===== config.mk =====
export PLATFORM = sky130hd
export DESIGN_NAME = cpu_decode_q
export DESIGN_NICKNAME = d
export VERILOG_FILES = /design/src/rtl/cpu_decode_q_pkg.sv /design/src/rtl/cpu_decode_q_opdecode.sv /design/src/rtl/cpu_decode_q.sv
export SDC_FILE = /design/constraint.sdc
export NUM_CORES = 1
export LEC_CHECK = 0
export BUFFER_PORTS_ARGS = -buffer_cell sky130_fd_sc_hd__buf_2
export CAP_MARGIN = 20
export CORE_UTILIZATION = 62
export DETAILED_ROUTE_END_ITERATION = 7
export PLACE_DENSITY = 0.83
export SYNTH_ARGS = -nofsm -noshare
export SYNTH_HDL_FRONTEND = slang
export SYNTH_HIERARCHICAL = 1
export SYNTH_SLANG_ARGS = --single-unit

===== constraint.sdc =====
create_clock -name clk_i -period 16 [get_ports clk_i]
set_input_delay 2.4 -clock clk_i [delete_from_list [all_inputs] [get_ports clk_i]]
set_output_delay 2.4 -clock clk_i [all_outputs]
set_load 0.01 [all_outputs]

===== src/rtl/cpu_decode_q_pkg.sv =====
// Shared moxie decode definitions: op codes, control-word layout and the
// opcode-class constants used by the decode queue and its opcode decoder.
package cpu_decode_q_pkg;

   // Form-1 op codes follow opcode-byte order so the decoder can index them directly.
   typedef enum logic [5:0] {
      OP_NOP = 6'd0, OP_LDI_L, OP_MOV, OP_JSRA, OP_RET, OP_ADD_L, OP_PUSH, OP_POP,
      OP_LDA_L, OP_STA_L, OP_LD_L, OP_ST_L, OP_LDO_L, OP_STO_L, OP_CMP,
      OP_JSR = 6'd15, OP_JMPA, OP_LDI_B, OP_LD_B, OP_LDA_B, OP_ST_B, OP_STA_B,
      OP_LDI_S, OP_LD_S, OP_LDA_S, OP_ST_S, OP_STA_S, OP_JMP, OP_AND, OP_LSHR,
      OP_ASHL, OP_SUB_L, OP_NEG, OP_OR, OP_NOT, OP_ASHR, OP_XOR, OP_MUL_L, OP_SWI,
      OP_DIV_L, OP_UDIV_L, OP_MOD_L, OP_UMOD_L, OP_BRK, OP_LDO_B, OP_STO_B,
      OP_LDO_S, OP_STO_S,
      OP_INC = 6'd48, OP_DEC, OP_GSR, OP_SSR,
      OP_BEQ = 6'd52, OP_BNE, OP_BLT, OP_BGT, OP_BLTU, OP_BGTU, OP_BGE, OP_BLE,
      OP_BGEU, OP_BLEU,
      OP_BAD = 6'd63
   } op_e;

   localparam int unsigned PCB_WIDTH   = 6;
   localparam int unsigned PCB_LONG    = 0;
   localparam int unsigned PCB_REGWR   = 1;
   localparam int unsigned PCB_MEMRD   = 2;
   localparam int unsigned PCB_MEMWR   = 3;
   localparam int unsigned PCB_CTRL    = 4;
   localparam int unsigned PCB_ILLEGAL = 5;

   localparam logic [7:0] ILL0_LO = 8'h0F;
   localparam logic [7:0] ILL0_HI = 8'h18;
   localparam logic [7:0] ILL1_LO = 8'h3A;
   localparam logic [7:0] ILL1_HI = 8'h7F;
   localparam logic [7:0] ILL2_LO = 8'hE8;
   localparam logic [7:0] ILL2_HI = 8'hFF;
   localparam logic [7:0] F1_GAP  = 8'd10;

   function automatic logic is_illegal(input logic [7:0] b);
      return b inside {[ILL0_LO:ILL0_HI], [ILL1_LO:ILL1_HI], [ILL2_LO:ILL2_HI]};
   endfunction

   function automatic logic is_long(input logic [7:0] b);
      return b inside {8'h01, 8'h03, 8'h08, 8'h09, 8'h0C, 8'h0D, 8'h1A, 8'h1B,
                       8'h1D, 8'h1F, 8'h20, 8'h22, 8'h24, [8'h36:8'h39]};
   endfunction

   function automatic logic [PCB_WIDTH-1:0] microcode(input logic [7:0] b);
      logic [PCB_WIDTH-1:0] w;
      w = '0;
      w[PCB_LONG]    = is_long(b);
      w[PCB_ILLEGAL] = is_illegal(b);
      w[PCB_REGWR]   = b inside {8'h01, 8'h02, 8'h05, 8'h07, 8'h08, 8'h0A, 8'h0C,
                                 [8'h1B:8'h1D], [8'h20:8'h22], [8'h26:8'h2F],
                                 [8'h31:8'h34], 8'h36, 8'h38, [8'h80:8'hAF]};
      w[PCB_MEMRD]   = b inside {8'h04, 8'h07, 8'h08, 8'h0A, 8'h0C, 8'h1C, 8'h1D,
                                 8'h21, 8'h22, 8'h36, 8'h38};
      w[PCB_MEMWR]   = b inside {8'h03, 8'h06, 8'h09, 8'h0B, 8'h0D, 8'h19, 8'h1E,
                                 8'h1F, 8'h23, 8'h24, 8'h37, 8'h39};
      w[PCB_CTRL]    = b inside {8'h03, 8'h04, 8'h19, 8'h1A, 8'h25, 8'h30, 8'h35,
                                 [8'hC0:8'hE7]};
      return w;
   endfunction

endpackage


===== src/rtl/cpu_decode_q_opdecode.sv =====
// Combinational moxie opcode decoder: op code, register indices, resolved
// operand (long immediate, inc/dec immediate or branch target) and illegal flag.
module cpu_opdecode
   import cpu_decode_q_pkg::*;
#(
   parameter int unsigned PCW = 32
) (
   input  logic [15:0]    opcode,
   input  logic [31:0]    operand,
   input  logic [PCW-1:0] pc,
   output logic [5:0]     op,
   output logic [3:0]     ri_a,
   output logic [3:0]     ri_b,
   output logic [31:0]    res_operand,
   output logic           illegal
);

   logic [7:0]        b;
   logic signed [10:0] disp;
   logic [PCW-1:0]    target;
   op_e               opv;

   assign b      = opcode[15:8];
   assign disp   = {opcode[9:0], 1'b0};
   assign target = pc + PCW'(2) + PCW'(disp);

   always_comb begin
      ri_a        = '0;
      ri_b        = '0;
      res_operand = '0;
      opv         = OP_BAD;
      illegal     = is_illegal(b);
      if (!opcode[15]) begin
         ri_a = opcode[7:4];
         ri_b = opcode[3:0];
      end else if (!opcode[14]) begin
         ri_a = opcode[11:8];
         ri_b = opcode[3:0];
      end
      // Form-1 bytes above the 0x0F-0x18 hole sit F1_GAP positions lower in op_e.
      if (!illegal) begin
         if (!opcode[15])
            opv = op_e'((b < ILL0_LO) ? 6'(b) : 6'(b - F1_GAP));
         else if (!opcode[14])
            opv = op_e'(6'(OP_INC) + 6'(opcode[13:12]));
         else
            opv = op_e'(6'(OP_BEQ) + 6'(opcode[13:10]));
      end
      if (is_long(b))
         res_operand = operand;
      else if (opv == OP_INC || opv == OP_DEC)
         res_operand = {24'h0, opcode[7:0]};
      else if (opcode[15:14] == 2'b11 && !illegal)
         res_operand = 32'(target);
   end

   assign op = opv;

endmodule


===== src/rtl/cpu_decode_q.sv =====
// Moxie decode stage: DEPTH-entry instruction queue between fetch and decode,
// feeding a registered output stage that holds under downstream stall.
module cpu_decode_q
   import cpu_decode_q_pkg::*;
#(
   parameter int unsigned DEPTH = 2,
   parameter int unsigned PCW   = 32
) (
   input  logic                  clk_i,
   input  logic                  rst_i,
   input  logic                  flush_i,
   input  logic                  stall_i,
   input  logic                  valid_i,
   output logic                  ready_o,
   input  logic [15:0]           opcode_i,
   input  logic [31:0]           operand_i,
   input  logic [PCW-1:0]        PC_i,
   output logic                  valid_o,
   output logic [5:0]            op_o,
   output logic [3:0]            riA_o,
   output logic [3:0]            riB_o,
   output logic [3:0]            register_write_index_o,
   output logic [31:0]           operand_o,
   output logic [PCW-1:0]        PC_o,
   output logic                  illegal_o,
   output logic [PCB_WIDTH-1:0]  pipeline_control_bits_o,
   output logic [$clog2(DEPTH):0] count_o
);

   localparam int unsigned AW = $clog2(DEPTH);

   typedef struct packed {
      logic [PCW-1:0] pc;
      logic [15:0]    opcode;
      logic [31:0]    operand;
   } entry_t;

   entry_t        mem [DEPTH];
   entry_t        head;
   logic [AW-1:0] wr_ptr;
   logic [AW-1:0] rd_ptr;
   logic [AW:0]   count;
   logic          push;
   logic          pop;

   logic [5:0]    dec_op;
   logic [3:0]    dec_ra;
   logic [3:0]    dec_rb;
   logic [31:0]   dec_operand;
   logic          dec_illegal;

   assign ready_o                = (count != (AW+1)'(DEPTH));
   assign push                   = valid_i && ready_o && !flush_i;
   assign pop                    = !stall_i && !flush_i && (count != '0);
   assign head                   = mem[rd_ptr];
   assign count_o                = count;
   assign register_write_index_o = riA_o;

   always_ff @(posedge clk_i) begin
      if (push && !rst_i)
         mem[wr_ptr] <= '{pc: PC_i, opcode: opcode_i, operand: operand_i};
   end

   always_ff @(posedge clk_i) begin
      if (rst_i || flush_i) begin
         wr_ptr <= '0;
         rd_ptr <= '0;
         count  <= '0;
      end else begin
         if (push) wr_ptr <= wr_ptr + 1'b1;
         if (pop)  rd_ptr <= rd_ptr + 1'b1;
         case ({push, pop})
            2'b10:   count <= count + 1'b1;
            2'b01:   count <= count - 1'b1;
            default: count <= count;
         endcase
      end
   end

   cpu_opdecode #(.PCW(PCW)) u_opdecode (
      .opcode      (head.opcode),
      .operand     (head.operand),
      .pc          (head.pc),
      .op          (dec_op),
      .ri_a        (dec_ra),
      .ri_b        (dec_rb),
      .res_operand (dec_operand),
      .illegal     (dec_illegal)
   );

   // Flush clears only the validity-related outputs; the datapath fields hold.
   always_ff @(posedge clk_i) begin
      if (rst_i) begin
         valid_o                 <= 1'b0;
         op_o                    <= OP_NOP;
         riA_o                   <= '0;
         riB_o                   <= '0;
         operand_o               <= '0;
         PC_o                    <= '0;
         illegal_o               <= 1'b0;
         pipeline_control_bits_o <= '0;
      end else if (flush_i) begin
         valid_o   <= 1'b0;
         op_o      <= OP_NOP;
         illegal_o <= 1'b0;
      end else if (!stall_i) begin
         if (pop) begin
            valid_o                 <= 1'b1;
            op_o                    <= dec_op;
            riA_o                   <= dec_ra;
            riB_o                   <= dec_rb;
            operand_o               <= dec_operand;
            PC_o                    <= head.pc;
            illegal_o               <= dec_illegal;
            pipeline_control_bits_o <= microcode(head.opcode[15:8]);
         end else begin
            valid_o <= 1'b0;
            op_o    <= OP_NOP;
         end
      end
   end

endmodule


==> impl_metrics.csv, run 1 <==
group,metric,value,unit
setup_path,crit_top_cell,"inv_1",
timing,finClkSkew,11.2,ps
die,io_pins,178,
cts,numCtsBuffers,25,
cts,cts.htree.levels,1,
yosys,synthArstFlopShare,0,%
layout,final_layout_size_suffix_gt1_share,24.9,%
placed_design,dp_slack,10880,ps
cts,cts-resized-gates,0,
die,start_util,64.0,%
routing,firstDrtPassIters,6,
die,placementRows,51,
grt,grt_pass1_vias,9185,
placed_design,dp_cells,1534,
cts,cts.path.max_buffers,3,
cts,hold_buffers,0,
routing,drtIter0Drc,847,
yosys,yosys.area.top_type,"edfxtp_1",
setup_path,critPathLaunchType,"flop",
timing,min_period_over_period,31.5,%
yosys,yosysSeqAreaShare,52.7,%
setup_path,worstSetupEndpointType,"flop",
setup_path,cp.required,16440,ps
layout,multiInputGateArea,0.00556,mm2
run_status,run_status,"completed",
die,core,0.0197,mm2
setup_path,critPathBufInv,3,
die,die_h,144,um
layout,fillers,1383,
setup_path,critical_path_class,"reg -> reg",
power_and_ir_drop,irDropWorstVdd,0.0000745,V
routing,vias_per_cell,6.10,
routing,wl_met3,1860,um
placed_design,hpwl,19500,um
timing,fin_crit,5040,ps
timing,hold_viol,0,
routing,drc,0,
timing,finalMaxSlewViolations,0,
setup_path,crit_fanout,53,
yosys,syn_inst,1145,
routing,wl_per_cell,18.6,um
cts,cts_tree,"yes",
min_path,hold_start,"riB_o[3]",
power_and_ir_drop,p_leak,5.61,nW
setup_path,worst-endpoint-arrival,5480,ps
layout,syn2layout_area_growth,14.4,%
timing,max_freq,199,MHz
timing,setup_tns,0,ps
yosys,synth_nets,1300,
die,die_x,144,um
cts,path_clk_slew,60,ps
die,die-area,0.0209,mm2
cts,root_buffer,"clkbuf_16",
yosys,synth_most_common_cell,"edfxtp_1",
yosys,ys_seq_elements,251,
yosys,ys.flop_type,"edfxtp_1",
layout,fin_nets,1451,
grt,grt_pass1_wl,46700,um
yosys,netlist_area,0.0126,mm2
setup_path,crit_slowest_cell,"mux2i_1",
cts,post_cts.repair.setup_buffers,0,
grt,grt_overflow,0,
yosys,synth.top_cells.by_count,"edfxtp_1 (160), nand2_1 (121), nor2_1 (116)",
grt,antenna_found_initial,1,
placed_design,io_buffers,177,
grt,grt_usage,28.6,%
timing,tightest_slew,1030,ps
routing,routed-via-count,9648,
setup_path,cp_top_family,"compound AO/OA/AOI/OAI gates",
setup_path,cp_slowest_stage_delay,780,ps
placed_design,place.gp.congestion,0.968,
timing,timing.slew.headroom,31.2,%
yosys,yosysTopAreaCellShare,38.2,%
layout,final-instance-count-excl-fill,1581,
power_and_ir_drop,power.total,1.41,mW
routing,ant_nets,0,
power_and_ir_drop,power-per-cell-area,98.1,mW/mm2
routing,met2_length,14100,um
grt,grt_max_degree,84,
yosys,yosys_warnings,6,
routing,wirelength,29500,um
cts,clk_latency,530,ps
timing,fin_ws,10960,ps
yosys,synth_cell_types,83,
job,drv_cap,0,
yosys,syn-mean-instance-area,11.0,um2
routing,top_layer,"met4",
yosys,synth_edf_count,160,
min_path,worstHoldPathType,"reg -> reg",
cts,cts.sinks,251,
routing,drt-met1-wl,12700,um
setup_path,path_cells,"mux2i_1, inv_1, inv_1, ha_1, nor2b_1, o21ai_0, a221o_1, o2111ai_1, o31a_1, buf_4, nor4b_1, a311o_1, nand2_1, a21oi_1",
layout,seqCellArea,0.00663,mm2
timing,grt_setup_unrepaired,"no",
timing,setup_violations,0,
yosys,netlist_top_cells_area,"edfxtp_1 (38%), dfxtp_1 (14%), ha_1 (6.9%)",
-- worst reg2reg max path: stages, from the launching register on --
cell and delay, ps:
dfxtp_4 770, mux2i_1 800, inv_1 410, inv_1 240, ha_1 210, nor2b_1 330, o21ai_0 150, a221o_1 360
o2111ai_1 130, o31a_1 530, buf_4 400, nor4b_1 280, a311o_1 150, nand2_1 50, a21oi_1 150
-- power breakdown --
| group | switching, mW | leakage, nW | internal [mW] | total (mW) |
|---|---|---|---|---|
| Clock | 0.241 | 0.385 | 0.329 | 0.571 |
| Combinational | 0.0814 | 3.04 | 0.0553 | 0.137 |
| Sequential | 0.00505 | 2.19 | 0.700 | 0.705 |
| Total | 0.328 | 5.61 | 1.08 | 1.41 |
-- flip-flops by register name, summed over array words and instances, names as in the netlist, named ones only --
| register | flops |
|---|---|
| illegal_o | 1 |
| register_write_index_o | 4 |
| pipeline_control_bits_o | 6 |
| wr_ptr | 1 |
| operand_o | 32 |
| valid_o | 1 |
| op_o | 6 |
| PC_o | 32 |
| riB_o | 4 |
| count_o | 2 |
| mem | 160 |
| rd_ptr | 1 |
-- final cells by class --
cell class | instances | share of cell area [%]
clock inverters | 13 | 0.826
repair buffers | 187 | 6.67
inverters | 31 | 0.808
flip-flops and latches | 251 | 46.0
diodes | 1 | 0.0174
well taps | 265 | 2.30
multi-input cells | 800 | 38.6
clock buffers | 33 | 4.69
-- routing by layer --
layer,vias to the layer above,track usage (%)
met3,70,3.58
met5,-,0
met2,378,48.0
met1,4648,38.7
met4,0,9.09
li1,4552,-
-- cell families (layout without fill, tap and decap cells) --
| kind of cell | count (synthesis) | after routing | synth area share (%) |
|---|---|---|---|
| simple gates | 348 | 348 | 12.6 |
| compound gates | 269 | 269 | 14.9 |
| flops | 251 | 251 | 52.7 |
| buf+inv | 94 | 264 | 3.31 |
| mux | 82 | 82 | 7.36 |
| fa+ha+maj | 70 | 70 | 7.02 |
| xor+xnor | 31 | 31 | 2.16 |
| other cells | 0 | 1 | 0 |
-- path summary, 6_finish.rpt --
kind | to | slack, ps | depth (start not counted)
setup / recovery | operand_o[28] | 10960 | 14
hold / removal | riB_o[3] | 460 | 2
setup reg to reg | operand_o[28] | 10960 | 14
hold reg to reg | riB_o[3] | 460 | 2
-- stage by stage --
stage / util (%) / hold WS (ps) / cell area, um2
after global placement: 69.2 / 443 / 13600
after floorplan: - / 472 / 12600
final: 73.3 / 456 / 14400
after global routing: 73.2 / 485 / 14400
after CTS: 73.2 / 457 / 14400
after detailed placement: 69.2 / 448 / 13600
-- cells in the final DEF, fill, tap and decap left out, types with 4 or more instances in the layout --
master,count
buf_2,177
edfxtp_1,160
nand2_1,121
nor2_1,116
dfxtp_1,90
a21oi_1,88
mux2_2,74
ha_1,69
nor3_1,43
o21ai_0,29
inv_1,28
a22o_1,25
clkbuf_16,25
xnor2_1,23
a21o_1,19
a211oi_1,11
a31oi_1,11
a22oi_1,10
buf_4,10
nand3_1,9
xor2_1,8
nor2b_1,7
o211ai_1,7
nand2b_1,6
clkbuf_1,6
o21bai_1,5
mux2i_1,5
o22ai_1,5
and3_1,5
a221oi_1,5
and2_1,5
o21a_1,5
or2_2,4
o21ai_1,4
o31ai_1,4
clkinv_1,4
clkinv_2,4
Note: power is estimated with default switching activity, not from simulation.
==> run 2: changes to the inputs <==
--- a/config.mk
+++ b/config.mk
@@ -7,9 +7,9 @@
 export LEC_CHECK = 0
 export BUFFER_PORTS_ARGS = -buffer_cell sky130_fd_sc_hd__buf_2
 export CAP_MARGIN = 20
-export CORE_UTILIZATION = 62
+export CORE_UTILIZATION = 52
 export DETAILED_ROUTE_END_ITERATION = 7
-export PLACE_DENSITY = 0.83
+export PLACE_DENSITY = 0.74
 export SYNTH_ARGS = -nofsm -noshare
 export SYNTH_HDL_FRONTEND = slang
 export SYNTH_HIERARCHICAL = 1
==> constraint.sdc (replaced) <==
create_clock -name clk_i -period 4.5 [get_ports clk_i]
set_input_delay 0.675 -clock clk_i [delete_from_list [all_inputs] [get_ports clk_i]]
set_output_delay 0.675 -clock clk_i [all_outputs]
set_load 0.01 [all_outputs]
==> run 2 against run 1 <==
Power rose to 3.6 times the previous value. Combinational power rose to 3.7 times the previous value. Routed wire length up 6.4%. Worst hold slack lost 150 ps.
==> impl_metrics.csv, run 2 (synthesis results as in run 1) <==
group,metric,value,unit
layout,n_antenna_cell,0,
die,die-area,0.0248,mm2
routing,routed-via-count,9564,
cts,cts.htree.levels,1,
layout,final-instance-count-excl-fill,1653,
grt,grt_pass1_vias,9088,
grt,antenna_found_initial,1,
cts,post_cts.repair.setup_buffers,0,
cts,root_buffer,"clkbuf_16",
routing,firstDrtPassIters,7,
setup_path,crit_fanout,26,
die,placementRows,56,
cts,hold_buffers,0,
routing,vias_per_cell,5.79,
timing,tightest_slew,961,ps
timing,setup_violations,0,
layout,final_layout_size_suffix_gt1_share,26.2,%
grt,grt_pass1_wl,48500,um
layout,largest_reg_flops,160,
routing,drtIter0Drc,800,
min_path,worstHoldPathType,"in -> reg",
setup_path,worst-endpoint-arrival,4550,ps
die,start_util,53.3,%
setup_path,cp.required,4880,ps
layout,fin_util,62.3,%
timing,finalMaxSlewViolations,0,
timing,timing.slew.headroom,35.9,%
power_and_ir_drop,power-per-cell-area,346,mW/mm2
layout,layout_common_cells,"buf_2 (177), edfxtp_1 (160), nand2_1 (121)",
cts,cts.path.max_buffers,3,
setup_path,worstSetupEndpointType,"flop",
timing,setup_tns,0,ps
setup_path,r2r_cells,14,
cts,path_clk_slew,70,ps
routing,wl_per_cell,19.0,um
timing,fin_crit,4170,ps
job,drv_cap,0,
cts,cts_tree,"yes",
timing,max_freq,240,MHz
grt,grt_max_degree,84,
layout,largest-register,"mem",
setup_path,path_cells,"buf_12, mux2_2, ha_1, ha_1, o21a_1, o2111ai_1, o21ai_2, a2111oi_4, o31ai_4, a2111oi_2, a31oi_1, a32o_1, nand2_1, a21oi_1",
layout,final_common_cell,"buf_2",
timing,finClkSkew,15.3,ps
timing,grt_setup_unrepaired,"no",
setup_path,crit_top_cell,"ha_1",
die,die_x,158,um
placed_design,place.gp.congestion,0.887,
layout,syn2layout_area_growth,16.9,%
routing,ant_nets,0,
placed_design,hpwl,20900,um
power_and_ir_drop,irDropWorstVdd,0.000341,V
die,die_h,158,um
grt,grt_overflow,0,
routing,drc,0,
routing,wirelength,31400,um
cts,cts-resized-gates,0,
run_status,run_status,"completed",
setup_path,critical_path_class,"reg -> reg",
timing,min_period_over_period,92.6,%
power_and_ir_drop,p_leak,5.74,nW
timing,hold_viol,0,
layout,fillers,1917,
min_path,hold_depth,1,
die,core,0.0236,mm2
grt,grt_usage,25.2,%
placed_design,io_buffers,177,
cts,cts.sinks,251,
setup_path,critPathLaunchType,"flop",
layout,reg_top3,"mem: 160 flops, PC_o: 32 flops, operand_o: 32 flops",
setup_path,cp_slowest_stage_delay,570,ps
setup_path,crit_slowest_cell,"dfxtp_4",
cts,numCtsBuffers,26,
placed_design,dp_cells,1605,
die,io_pins,178,
layout,fin_nets,1469,
cts,clk_latency,550,ps
run 2: worst max-delay path: cells and delay by family, from the launching register on:
kind | cells | cell delay, ps
mux | 1 | 420
buf+inv | 1 | 240
simple gates | 1 | 50
compound gates | 9 | 2020
fa+ha+maj | 2 | 690
flops | 1 | 570
run 2: where the power goes:
part	switching [mW]	internal [mW]	total, mW
registers	0.0149	2.49	2.50
logic	0.300	0.206	0.506
clock network	0.936	1.14	2.08
run 2: layout make-up:
class / count / area [um2] / share of cell area, %
flip-flops and latches: 251 / 6630 / 45.1
multi-input cells: 800 / 5580 / 37.9
repair buffers: 204 / 1160 / 7.91
clock buffers: 31 / 669 / 4.55
well taps: 319 / 399 / 2.71
clock inverters: 17 / 160 / 1.09
inverters: 31 / 116 / 0.791
run 2: metrics by stage:
| step | total power, mW | hold WS [ps] | setup WS, ps | cell area (um2) |
|---|---|---|---|---|
| after floorplan | 2.89 | 472 | -353 | 12600 |
| after global placement | 3.04 | 441 | 500 | 13900 |
| after detailed placement | 3.05 | 445 | 432 | 13900 |
| after CTS | 5.12 | 290 | 402 | 14700 |
| after global routing | 5.25 | 287 | 82.4 | 14700 |
| final | 5.09 | 311 | 334 | 14700 |
run 2: final timing paths:
path	startpoint	endpoint	slack, ps
max	flop	operand_o[31]	330
min	operand_i[7]	mem[0][7]	310
max reg2reg	flop	operand_o[31]	330
min reg2reg	riB_o[1]	riB_o[1]	450
run 2: layer usage:
metal	up-vias	part of all wire [%]	GRT usage (%)
li1	4578	-	-
met1	4573	45	34.3
met2	358	47	41.4
met3	53	6.1	3.96
met4	2	2.6	7.95
met5	-	0.032	0
==> run 3: changes to the inputs <==
--- a/config.mk
+++ b/config.mk
@@ -7,9 +7,11 @@
 export LEC_CHECK = 0
 export BUFFER_PORTS_ARGS = -buffer_cell sky130_fd_sc_hd__buf_2
 export CAP_MARGIN = 20
-export CORE_UTILIZATION = 52
+export CORE_UTILIZATION = 54
+export CTS_BUF_LIST = sky130_fd_sc_hd__clkbuf_8
 export DETAILED_ROUTE_END_ITERATION = 7
-export PLACE_DENSITY = 0.74
+export PLACE_DENSITY = 0.77
+export SKIP_CTS_REPAIR_TIMING = 1
 export SYNTH_ARGS = -nofsm -noshare
 export SYNTH_HDL_FRONTEND = slang
 export SYNTH_HIERARCHICAL = 1
==> run 3 against run 2 <==
Sequential share of layout area about the same. Worst hold slack improved by 17 ps. Clock skew barely moved. Routed wire length fell by 1.0%. Critical path type unchanged. Largest power group unchanged.
==> impl_metrics.csv, run 3 (synthesis results as in run 1) <==
group,metric,value,unit
power_and_ir_drop,power.total,5.08,mW
power_and_ir_drop,power_switching,1.19,mW
timing,finClkSkew,14.8,ps
power_and_ir_drop,irDropWorstVdd,0.000257,V
routing,routed-via-count,9729,
placed_design,hpwl,20900,um
routing,drtIter0Drc,777,
die,die-area,0.0239,mm2
setup_path,cp_slowest_stage_delay,610,ps
cts,path_clk_slew,70,ps
routing,vias_per_cell,5.82,
layout,syn2layout_area_growth,17.0,%
cts,cts.htree.levels,2,
die,die_x,155,um
cts,clk_latency,540,ps
setup_path,worstSetupEndpointType,"flop",
cts,root_buffer,"clkbuf_8",
die,die_h,155,um
die,io_pins,178,
cts,numCtsBuffers,40,
min_path,worstHoldPathType,"in -> reg",
grt,antenna_found_initial,0,
timing,setup_violations,0,
die,placementRows,55,
grt,grt_usage,25.7,%
timing,min_period_over_period,91.7,%
die,core,0.0228,mm2
placed_design,place.gp.congestion,0.884,
grt,grt_pass1_vias,9470,
timing,tightest_slew,1140,ps
timing,fin_crit,4120,ps
grt,grt_max_degree,81,
timing,grt_setup_unrepaired,"no",
grt,grt_overflow,0,
layout,seqCellArea,0.00663,mm2
cts,cts.sinks,251,
setup_path,cp.required,4870,ps
layout,n_antenna_cell,0,
layout,multiInputGateArea,0.00558,mm2
power_and_ir_drop,p_leak,5.83,nW
timing,max_freq,242,MHz
layout,layout_common_cells,"buf_2 (177), edfxtp_1 (160), nand2_1 (121)",
setup_path,crit_slowest_cell,"dfxtp_4",
cts,cts_tree,"yes",
routing,ant_nets,0,
power_and_ir_drop,combPwrFrac,9.9,%
cts,cts.path.max_buffers,3,
setup_path,worst-endpoint-arrival,4500,ps
run_status,run_status,"completed",
setup_path,critPathBufInv,1,
setup_path,cp_top_family,"compound AO/OA/AOI/OAI gates",
power_and_ir_drop,p_seq_share,49.3,%
routing,wirelength,31000,um
layout,largest-register,"mem",
layout,largest_reg_flops,160,
power_and_ir_drop,power-per-cell-area,345,mW/mm2
layout,postLayoutCellArea,0.0147,mm2
job,drv_cap,0,
layout,fin_nets,1482,
layout,final_common_cell,"buf_2",
routing,firstDrtPassIters,5,
setup_path,critical_path_class,"reg -> reg",
placed_design,place_area,0.0138,mm2
setup_path,critPathLaunchType,"flop",
timing,finalMaxSlewViolations,0,
setup_path,path_cells,"buf_12, mux2_2, ha_1, ha_1, a21o_1, a21oi_1, o21ai_1, a2111oi_4, o31ai_4, a2111oi_2, a31oi_1, a32o_1, nand2_1, a21oi_1",
power_and_ir_drop,clockPowerShare,40.7,%
routing,wl_per_cell,18.6,um
routing,drc,0,
layout,final_layout_size_suffix_gt1_share,26.8,%
timing,timing.slew.headroom,23.9,%
timing,hold_viol,0,
power_and_ir_drop,p_sw_share,23.5,%
setup_path,crit_fanout,24,
layout,fillers,1815,
placed_design,io_buffers,177,
layout,reg_top3,"mem: 160 flops, PC_o: 32 flops, operand_o: 32 flops",
grt,grt_pass1_wl,48600,um
die,start_util,55.2,%
power_and_ir_drop,p_int,3.88,mW
run 3: changes by cell type in the layout (fill, tap and decap cells not counted), moves of 3 or more:
cell,before,now
inv_1,28,41
buf_12,6,1
clkbuf_1,5,0
clkbuf_16,26,0
clkbuf_8,0,51
clkinv_2,6,2
clkinvlp_4,3,0
run 3: worst paths after layout:
path / startpoint / end / slack, ps / cells after the start
worst max-delay path: flop / operand_o[31] / 380 / 14
worst min-delay path: PC_i[20] / mem[1][68] / 330 / 1
worst max register to register: flop / operand_o[31] / 380 / 14
worst min register to register: operand_o[4] / operand_o[4] / 450 / 2
run 3: layer usage:
| metal | part of all wire (%) | GRT usage (%) | up-vias |
|---|---|---|---|
| met1 | 44 | 34.9 | 4689 |
| li1 | - | - | 4622 |
| met2 | 47 | 42.1 | 365 |
| met4 | 2.5 | 9.05 | 0 |
| met5 | 0 | 0 | - |
| met3 | 6.2 | 3.92 | 53 |
run 3: stage by stage:
stage	setup TNS (ps)	setup WS (ps)	util (%)	hold WS, ps	instances
3_3_place_gp	0	345	60.5	442	1596
5_1_grt	0	150	64.6	302	1671
3_5_place_dp	0	298	60.5	443	1596
6_report	0	375	64.6	327	1671
4_1_cts	0	248	64.4	296	1669
2_1_floorplan	-56420	-353	-	472	1145
run 3: power by group through the flow:
stage	registers (mW)	clock network (mW)	logic [mW]
after floorplan	2.56	0	0.329
after CTS	2.51	2.11	0.496
final	2.50	2.07	0.504
after detailed placement	2.56	0	0.489
after global placement	2.55	0	0.482
after global routing	2.51	2.21	0.547
run 3: area by class of cell:
type / instances / share of cell area, %
Tap cell: 313 / 2.66
Clock inverter: 22 / 1.15
Timing Repair Buffer: 203 / 7.70
Inverter: 31 / 0.791
Sequential cell: 251 / 45.0
Multi-Input combinational cell: 800 / 37.9
Clock buffer: 51 / 4.77
run 3: worst register-to-register path, cell delays in order, from the launching register on:
cell	delay, ps
dfxtp_4	610
buf_12	240
mux2_2	390
ha_1	280
ha_1	370
a21o_1	210
a21oi_1	230
o21ai_1	170
a2111oi_4	440
o31ai_4	170
a2111oi_2	390
a31oi_1	80
a32o_1	280
nand2_1	60
a21oi_1	60
